$ cat config.mk
export PLATFORM = sky130hd
export DESIGN_NAME = rv_id_ctrl
export DESIGN_NICKNAME = d
export VERILOG_FILES = /design/src/rtl/rv_id_ctrl.sv
export SDC_FILE = /design/constraint.sdc
export NUM_CORES = 1
export LEC_CHECK = 0
export ABC_AREA = 1
export ABC_CLOCK_PERIOD_IN_PS = 1470
export BUFFER_PORTS_ARGS = -buffer_cell sky130_fd_sc_hd__buf_2
export CAP_MARGIN = 0
export CORE_UTILIZATION = 47
export DETAILED_ROUTE_END_ITERATION = 10
export GPL_ROUTABILITY_DRIVEN = 0
export PLACE_DENSITY = 0.82
export SLEW_MARGIN = 20
export SYNTH_ARGS = -nofsm -noshare
export SYNTH_HDL_FRONTEND = slang
export SYNTH_SLANG_ARGS = --single-unit
$ cat constraint.sdc
create_clock -name i_clk -period 1.47 [get_ports i_clk]
set_input_delay 0.0735 -clock i_clk [delete_from_list [all_inputs] [get_ports i_clk]]
set_output_delay 0.0735 -clock i_clk [all_outputs]
set_load 0.005 [all_outputs]
$ cat src/rtl/rv_id_ctrl.sv
// Decode-stage controller for the RV32I pipeline: instruction decode, load-use
// hazard and flush recovery sequencing, and the registered ID/EX control bundle.

package rv_id_ctrl_pkg;
    typedef enum logic [1:0] {
        IMM_U = 2'd0,
        IMM_I = 2'd1,
        IMM_S = 2'd2,
        IMM_B = 2'd3
    } immext_ctrl_e;
endpackage

module rv_id_ctrl
    import rv_id_ctrl_pkg::*;
#(
    parameter int XLEN      = 32,
    parameter int FLUSH_CYC = 1,
    parameter int CNT_W     = 16
) (
    input  logic             i_clk,
    input  logic             i_rst_n,
    input  logic             i_id_valid,
    input  logic [31:0]      i_id_instr,
    input  logic             i_ex_hold,
    input  logic             i_flush,
    output immext_ctrl_e     o_id_immext_ctrl,
    output logic             o_stall_ifid,
    output logic             o_illegal,
    output logic             o_ex_valid,
    output logic [4:0]       o_ex_rd,
    output logic [4:0]       o_ex_rs1,
    output logic [4:0]       o_ex_rs2,
    output logic [2:0]       o_ex_funct3,
    output logic             o_ex_reg_we,
    output logic             o_ex_mem_re,
    output logic             o_ex_mem_we,
    output logic             o_ex_alu_imm,
    output logic             o_ex_is_branch,
    output logic             o_ex_is_jalr,
    output logic [CNT_W-1:0] o_stall_cnt
);

    localparam logic [6:0] OP_LOAD   = 7'h03;
    localparam logic [6:0] OP_IMM    = 7'h13;
    localparam logic [6:0] OP_AUIPC  = 7'h17;
    localparam logic [6:0] OP_STORE  = 7'h23;
    localparam logic [6:0] OP_OP     = 7'h33;
    localparam logic [6:0] OP_LUI    = 7'h37;
    localparam logic [6:0] OP_BRANCH = 7'h63;
    localparam logic [6:0] OP_JALR   = 7'h67;
    localparam logic [6:0] OP_JAL    = 7'h6F;

    localparam logic [2:0] FLUSH_LOAD = 3'(FLUSH_CYC - 1);

    typedef enum logic [1:0] {
        ST_RUN   = 2'd0,
        ST_STALL = 2'd1,
        ST_FLUSH = 2'd2
    } state_e;

    state_e     r_state;
    state_e     w_state_nxt;
    logic [2:0] r_flush_cnt;
    logic [2:0] w_flush_cnt_nxt;

    logic [6:0] w_opcode;
    logic [4:0] w_rd;
    logic [4:0] w_rs1;
    logic [4:0] w_rs2;
    logic [2:0] w_funct3;

    logic w_known;
    logic w_rs1_used;
    logic w_rs2_used;
    logic w_dec_reg_we;
    logic w_dec_mem_re;
    logic w_dec_mem_we;
    logic w_dec_alu_imm;
    logic w_dec_branch;
    logic w_dec_jalr;

    logic w_id_valid;
    logic w_illegal;
    logic w_issue;
    logic w_hazard;
    logic w_advance;
    logic w_load;

    assign w_opcode = i_id_instr[6:0];
    assign w_rd     = i_id_instr[11:7];
    assign w_funct3 = i_id_instr[14:12];
    assign w_rs1    = i_id_instr[19:15];
    assign w_rs2    = i_id_instr[24:20];

    // Opcode decode: immediate format, operand usage and control bits
    always_comb begin
        w_known          = 1'b0;
        w_rs1_used       = 1'b0;
        w_rs2_used       = 1'b0;
        w_dec_reg_we     = 1'b0;
        w_dec_mem_re     = 1'b0;
        w_dec_mem_we     = 1'b0;
        w_dec_alu_imm    = 1'b0;
        w_dec_branch     = 1'b0;
        w_dec_jalr       = 1'b0;
        o_id_immext_ctrl = IMM_U;
        case (w_opcode)
            OP_LOAD: begin
                w_known          = 1'b1;
                w_rs1_used       = 1'b1;
                w_dec_reg_we     = 1'b1;
                w_dec_mem_re     = 1'b1;
                w_dec_alu_imm    = 1'b1;
                o_id_immext_ctrl = IMM_I;
            end
            OP_IMM: begin
                w_known          = 1'b1;
                w_rs1_used       = 1'b1;
                w_dec_reg_we     = 1'b1;
                w_dec_alu_imm    = 1'b1;
                o_id_immext_ctrl = IMM_I;
            end
            OP_AUIPC, OP_LUI: begin
                w_known       = 1'b1;
                w_dec_reg_we  = 1'b1;
                w_dec_alu_imm = 1'b1;
            end
            OP_STORE: begin
                w_known          = 1'b1;
                w_rs1_used       = 1'b1;
                w_rs2_used       = 1'b1;
                w_dec_mem_we     = 1'b1;
                w_dec_alu_imm    = 1'b1;
                o_id_immext_ctrl = IMM_S;
            end
            OP_OP: begin
                w_known      = 1'b1;
                w_rs1_used   = 1'b1;
                w_rs2_used   = 1'b1;
                w_dec_reg_we = 1'b1;
            end
            OP_BRANCH: begin
                w_known          = 1'b1;
                w_rs1_used       = 1'b1;
                w_rs2_used       = 1'b1;
                w_dec_branch     = 1'b1;
                o_id_immext_ctrl = IMM_B;
            end
            OP_JALR: begin
                w_known          = 1'b1;
                w_rs1_used       = 1'b1;
                w_dec_reg_we     = 1'b1;
                w_dec_alu_imm    = 1'b1;
                w_dec_jalr       = 1'b1;
                o_id_immext_ctrl = IMM_I;
            end
            OP_JAL: begin
                w_known = 1'b1;
            end
            default: begin
                w_known = 1'b0;
            end
        endcase
    end

    // While recovering from a flush the IF/ID contents are stale refetch slots
    assign w_id_valid = i_id_valid & (r_state != ST_FLUSH);
    assign w_illegal  = w_id_valid & ~w_known;
    assign w_issue    = w_id_valid & w_known & (w_opcode != OP_JAL);
    assign w_hazard   = o_ex_valid & o_ex_mem_re & (o_ex_rd != 5'd0) & w_id_valid &
                        ((w_rs1_used & (w_rs1 == o_ex_rd)) | (w_rs2_used & (w_rs2 == o_ex_rd)));
    assign w_advance  = ~i_flush & ~i_ex_hold & ~w_hazard;
    assign w_load     = w_advance & w_issue;

    // Next-state and IF/ID stall; priority flush > hold > hazard > advance
    always_comb begin
        w_state_nxt     = r_state;
        w_flush_cnt_nxt = r_flush_cnt;
        o_stall_ifid    = 1'b0;
        if (i_flush) begin
            w_state_nxt     = ST_FLUSH;
            w_flush_cnt_nxt = FLUSH_LOAD;
        end else if (i_ex_hold) begin
            o_stall_ifid = 1'b1;
        end else if (w_hazard) begin
            o_stall_ifid = 1'b1;
            w_state_nxt  = ST_STALL;
        end else begin
            case (r_state)
                ST_RUN:   w_state_nxt = ST_RUN;
                ST_STALL: w_state_nxt = ST_RUN;
                ST_FLUSH: begin
                    if (r_flush_cnt == 3'd0) begin
                        w_state_nxt = ST_RUN;
                    end else begin
                        w_flush_cnt_nxt = r_flush_cnt - 3'd1;
                    end
                end
                default:  w_state_nxt = ST_RUN;
            endcase
        end
    end

    // FSM state and flush-recovery counter
    always_ff @(posedge i_clk or negedge i_rst_n) begin
        if (!i_rst_n) begin
            r_state     <= ST_RUN;
            r_flush_cnt <= 3'd0;
        end else begin
            r_state     <= w_state_nxt;
            r_flush_cnt <= w_flush_cnt_nxt;
        end
    end

    // ID/EX control bundle; anything not issued becomes an all-zero bubble
    always_ff @(posedge i_clk or negedge i_rst_n) begin
        if (!i_rst_n) begin
            o_illegal      <= 1'b0;
            o_ex_valid     <= 1'b0;
            o_ex_rd        <= 5'd0;
            o_ex_rs1       <= 5'd0;
            o_ex_rs2       <= 5'd0;
            o_ex_funct3    <= 3'd0;
            o_ex_reg_we    <= 1'b0;
            o_ex_mem_re    <= 1'b0;
            o_ex_mem_we    <= 1'b0;
            o_ex_alu_imm   <= 1'b0;
            o_ex_is_branch <= 1'b0;
            o_ex_is_jalr   <= 1'b0;
        end else if (i_ex_hold && !i_flush) begin
            o_illegal <= 1'b0;
        end else begin
            o_illegal      <= w_advance & w_illegal;
            o_ex_valid     <= w_load;
            o_ex_rd        <= w_load ? w_rd     : 5'd0;
            o_ex_rs1       <= w_load ? w_rs1    : 5'd0;
            o_ex_rs2       <= w_load ? w_rs2    : 5'd0;
            o_ex_funct3    <= w_load ? w_funct3 : 3'd0;
            o_ex_reg_we    <= w_load & w_dec_reg_we & (w_rd != 5'd0);
            o_ex_mem_re    <= w_load & w_dec_mem_re;
            o_ex_mem_we    <= w_load & w_dec_mem_we;
            o_ex_alu_imm   <= w_load & w_dec_alu_imm;
            o_ex_is_branch <= w_load & w_dec_branch;
            o_ex_is_jalr   <= w_load & w_dec_jalr;
        end
    end

    // Saturating count of IF/ID stall cycles
    always_ff @(posedge i_clk or negedge i_rst_n) begin
        if (!i_rst_n) begin
            o_stall_cnt <= '0;
        end else if (o_stall_ifid && (o_stall_cnt != {CNT_W{1'b1}})) begin
            o_stall_cnt <= o_stall_cnt + CNT_W'(1);
        end else begin
            o_stall_cnt <= o_stall_cnt;
        end
    end

endmodule

==> impl_metrics.prom <==
# TYPE chip_impl_metric gauge
chip_impl_info{name="run_status",value="complete, but fails checks"} 1
chip_impl_info{name="violations",value="setup timing"} 1
chip_impl_info{name="cts-root-buf",value="clkbuf_8"} 1
chip_impl_info{name="start_kind",value="flop"} 1
chip_impl_metric{name="post_route_cells_drive_above_1_share",unit=""} 0.369
chip_impl_metric{name="final-max-slew-violation-count",unit=""} 0
chip_impl_metric{name="final_nets",unit=""} 510
chip_impl_metric{name="synth.distinct_cells",unit=""} 33
chip_impl_metric{name="yosys_warnings",unit=""} 0
chip_impl_metric{name="post_place_cells",unit=""} 522
chip_impl_metric{name="synth-edff-count",unit=""} 0
chip_impl_info{name="most-common-layout-cells",value="nand2_1, buf_2, dfrtp_1, buf_4, nand4_1"} 1
chip_impl_metric{name="io-pin-count",unit=""} 82
chip_impl_metric{name="grt_pass1_vias",unit=""} 2823
chip_impl_metric{name="avgSynthCellArea",unit="um2"} 8.04
chip_impl_metric{name="routed-via-count",unit=""} 2929
chip_impl_metric{name="full_die_area",unit="um2"} 6300
chip_impl_metric{name="power_density",unit="nW/um2"} 800
chip_impl_metric{name="power_report.internal_total",unit="mW"} 2.08
chip_impl_metric{name="floorplan.initialDensity",unit=""} 0.499
chip_impl_metric{name="final_design_area_no_fill",unit="um2"} 3810
chip_impl_metric{name="power_frac_clock",unit=""} 0.267
chip_impl_info{name="post_synth_top_flop",value="dfrtp_1"} 1
chip_impl_metric{name="port_buffers",unit=""} 74
chip_impl_metric{name="placedInstanceArea",unit="um2"} 3530
chip_impl_metric{name="tightestPinTransition",unit="ps"} 440
chip_impl_metric{name="clock_latency",unit="ps"} 310
chip_impl_metric{name="netSwitchingPower",unit="mW"} 0.971
chip_impl_metric{name="totalPowerFinal",unit="mW"} 3.05
chip_impl_metric{name="grt_pass1_wl",unit="um"} 12600
chip_impl_info{name="critical_path.slowest_cell",value="dfrtp_1"} 1
chip_impl_metric{name="synth_async_sr_flop_share",unit=""} 1.00
chip_impl_metric{name="grt_use_total",unit=""} 0.255
chip_impl_info{name="unrepaired_setup_endpoints_after_global_routing",value="true"} 1
chip_impl_metric{name="sequential_cell_area_in_the_final_layout",unit="um2"} 1180
chip_impl_metric{name="floorplan.rows",unit=""} 27
chip_impl_metric{name="final.setup.tns",unit="ps"} -10550
chip_impl_metric{name="layout.filler_cells",unit=""} 455
chip_impl_metric{name="numCtsBuffers",unit=""} 5
chip_impl_info{name="tritoncts",value="done"} 1
chip_impl_metric{name="clock_tree.htree_level_count",unit=""} 2
chip_impl_metric{name="placeableCoreArea",unit="um2"} 5640
chip_impl_metric{name="register_area_share_after_synthesis",unit=""} 0.418
chip_impl_metric{name="first_pass_iters",unit=""} 5
chip_impl_metric{name="crit_arrival",unit="ps"} 1730
chip_impl_metric{name="fmax",unit="MHz"} 555
chip_impl_metric{name="multi_input_comb_area",unit="um2"} 1520
chip_impl_metric{name="leakagePower",unit="nW"} 2.15
chip_impl_info{name="critPathTopFamily",value="simple AND/OR/NAND/NOR gates"} 1
chip_impl_info{name="post_synth_main_area_contributors",value="dfrtp_1, nand2_1, nand4_1, nand3_1, xnor2_1"} 1
chip_impl_metric{name="period_needed",unit="ps"} 1800
chip_impl_metric{name="max-vdd-ir-drop",unit="mV"} 0.483
chip_impl_metric{name="critPathMaxFanout",unit=""} 4
chip_impl_metric{name="wl_per_cell",unit="um"} 14.3
chip_impl_info{name="worst_setup_path_startpoint",value="o_ex_rd[0]"} 1
chip_impl_info{name="timing.hold.worst.start",value="i_id_instr[14]"} 1
chip_impl_metric{name="overflow",unit=""} 0
chip_impl_info{name="hp-class",value="input pin to flop"} 1
chip_impl_info{name="timing_worst_setup_path_type",value="flop to primary output"} 1
chip_impl_metric{name="p_seq_frac",unit=""} 0.475
chip_impl_metric{name="max_cap_viol_count",unit=""} 0
chip_impl_metric{name="routed_via_density",unit=""} 5.39
chip_impl_metric{name="critical_path_buf_inv_count",unit=""} 2
chip_impl_metric{name="postRouteWirelength",unit="um"} 7740
chip_impl_info{name="timing.critical_path.mode_cell",value="buf_6"} 1
chip_impl_metric{name="timing.final.hold_violations",unit=""} 0
chip_impl_metric{name="dp.final_hpwl",unit="um"} 5340
chip_impl_metric{name="post-synth-top-area-fraction",unit=""} 0.418
chip_impl_metric{name="setup-violations-final",unit=""} 48
chip_impl_metric{name="syn_inst",unit=""} 350
chip_impl_metric{name="antenna-diode-count",unit=""} 0
chip_impl_metric{name="fin_worst_hold_slack",unit="ps"} 10.7
chip_impl_metric{name="grt_max_degree",unit=""} 48
chip_impl_info{name="timing.critical_path.cells",value="nor3_1 -> a21oi_4 -> nand3_4 -> nand2_8 -> buf_6 -> buf_6"} 1
chip_impl_info{name="synth_top_area_cell",value="dfrtp_1"} 1
chip_impl_metric{name="power.share.combinational",unit=""} 0.258
chip_impl_metric{name="post_synth_net_total",unit=""} 390
chip_impl_metric{name="clock-skew-final",unit="ps"} 12.5
chip_impl_metric{name="synth-seq-cells",unit=""} 47
chip_impl_metric{name="setup_ws",unit="ps"} -333
chip_impl_metric{name="post-route-period-util",unit=""} 1.23
chip_impl_info{name="layout.cells.most_common",value="nand2_1"} 1
chip_impl_metric{name="final_cells",unit=""} 543
chip_impl_metric{name="cts.clk_slew.worst_paths",unit="ps"} 100
chip_impl_metric{name="clk_path_buf_depth",unit=""} 2
chip_impl_metric{name="critical-path-max-stage-delay",unit="ps"} 440
chip_impl_metric{name="netlist_area",unit="um2"} 2810
chip_impl_info{name="worst_r2r_startpoint",value="o_ex_rd[2]"} 1
chip_impl_metric{name="chipWidth",unit="um"} 79.4
chip_impl_metric{name="drt_iter0_markers",unit=""} 204
chip_impl_metric{name="die_y",unit="um"} 79.4
chip_impl_metric{name="worst_slew_margin_rel",unit=""} 0.704
chip_impl_metric{name="cts.sink_count",unit=""} 47
chip_impl_metric{name="ant_nets",unit=""} 0
chip_impl_metric{name="sw_frac_of_total",unit=""} 0.319
chip_impl_metric{name="remaining_drc_errors",unit=""} 0
chip_impl_info{name="setup.worst_path.end_class",value="primary output"} 1
chip_impl_metric{name="grt_antenna_before_repair",unit=""} 0
chip_impl_metric{name="area_growth_from_synthesis_to_layout",unit="%"} 35.4
chip_impl_metric{name="critical_path_required",unit="ps"} 1400
==> final timing paths <==
check	to	cells after the start	slack, ps
setup / recovery	o_stall_ifid	6	-330
hold / removal	o_ex_funct3[2]	3	10
setup reg to reg	o_stall_cnt[3]	11	-320
hold reg to reg	o_ex_rs1[0]	2	480
max in group asynchronous	o_ex_mem_re	3	970
min in group asynchronous	o_stall_cnt[12]	3	270
==> power by group through the flow <==
stage	combinational, mW	clock [mW]	sequential [mW]
after floorplan	0.371	0	1.49
final	0.786	0.813	1.45
after global routing	0.862	0.896	1.46
after global placement	0.699	0	1.46
after CTS	0.760	0.834	1.44
after detailed placement	0.734	0	1.47
==> cells in the mapped netlist, types with 3 or more instances <==
master    number
clkbuf_1       6
inv_2          6
inv_1         19
xnor2_1       13
nor2_1        23
ha_1           3
nor2_2         5
nor4_1         3
nand4_1       30
nor3_1         7
nand3_1       28
nand2_1      110
nand2_2       14
xor2_1        12
dfrtp_1       47
==> worst reg2reg max path: stages, from the launching register on <==
cell and delay [ps]:
dfrtp_1 440, xnor2_1 190, nand2_1 80, nor2_2 160
nand3b_4 100, nand2_4 80, nand3_4 100, nand2_8 80
buf_4 190, nand2_4 130, nand2_1 100, nand2_1 50
==> metal layers <==
metal	part of all wire	global-route usage
met2	0.51	0.450
met3	0.058	0.0448
met5	0	0
met4	0.011	0.0709
met1	0.42	0.318
==> registers in the layout, summed over array words and instances (netlist names) <==
signal          flops
o_ex_funct3         3
o_illegal           1
o_ex_is_branch      1
o_ex_rs1            5
o_ex_mem_we         1
o_stall_cnt        16
r_flush_cnt         3
o_ex_reg_we         1
o_ex_mem_re         1
o_ex_valid          1
r_state             2
o_ex_rd             5
o_ex_is_jalr        1
o_ex_alu_imm        1
o_ex_rs2            5
==> cell families after synthesis <==
kind of cell             Yosys count  share of synthesized area
buffers and inverters             37                     0.0614
adder cells (fa/ha/maj)            3                     0.0133
flip-flops                        47                      0.418
AO/OA/AOI/OAI                      6                     0.0160
XOR/XNOR                          25                     0.0778
AND/OR/NAND/NOR                  232                      0.413
==> through the flow <==
step	setup WS, ps	util
after floorplan	-108	-
after global placement	-93.4	0.626
after detailed placement	-144	0.626
after CTS	-307	0.658
after global routing	-413	0.675
final	-333	0.675
==> timing repair <==
item	4_1_cts	5_1_grt
cloned	1	1
buffers inserted	5	4
resized for setup	4	7
setup endpoints to repair	48	48
pin swaps	7	5
hold buffers	2	0
endpoints found under the hold margin	48	0
==> cell type report <==
class | instances | share of cell area
clock inverter | 3 | 0.00624
inverter | 25 | 0.0246
timing repair buffer | 124 | 0.220
sequential | 47 | 0.309
multi-input combinational | 267 | 0.399
clock buffer | 5 | 0.0181
tap | 72 | 0.0237
No activity file was read; power rests on OpenSTA's default activity.
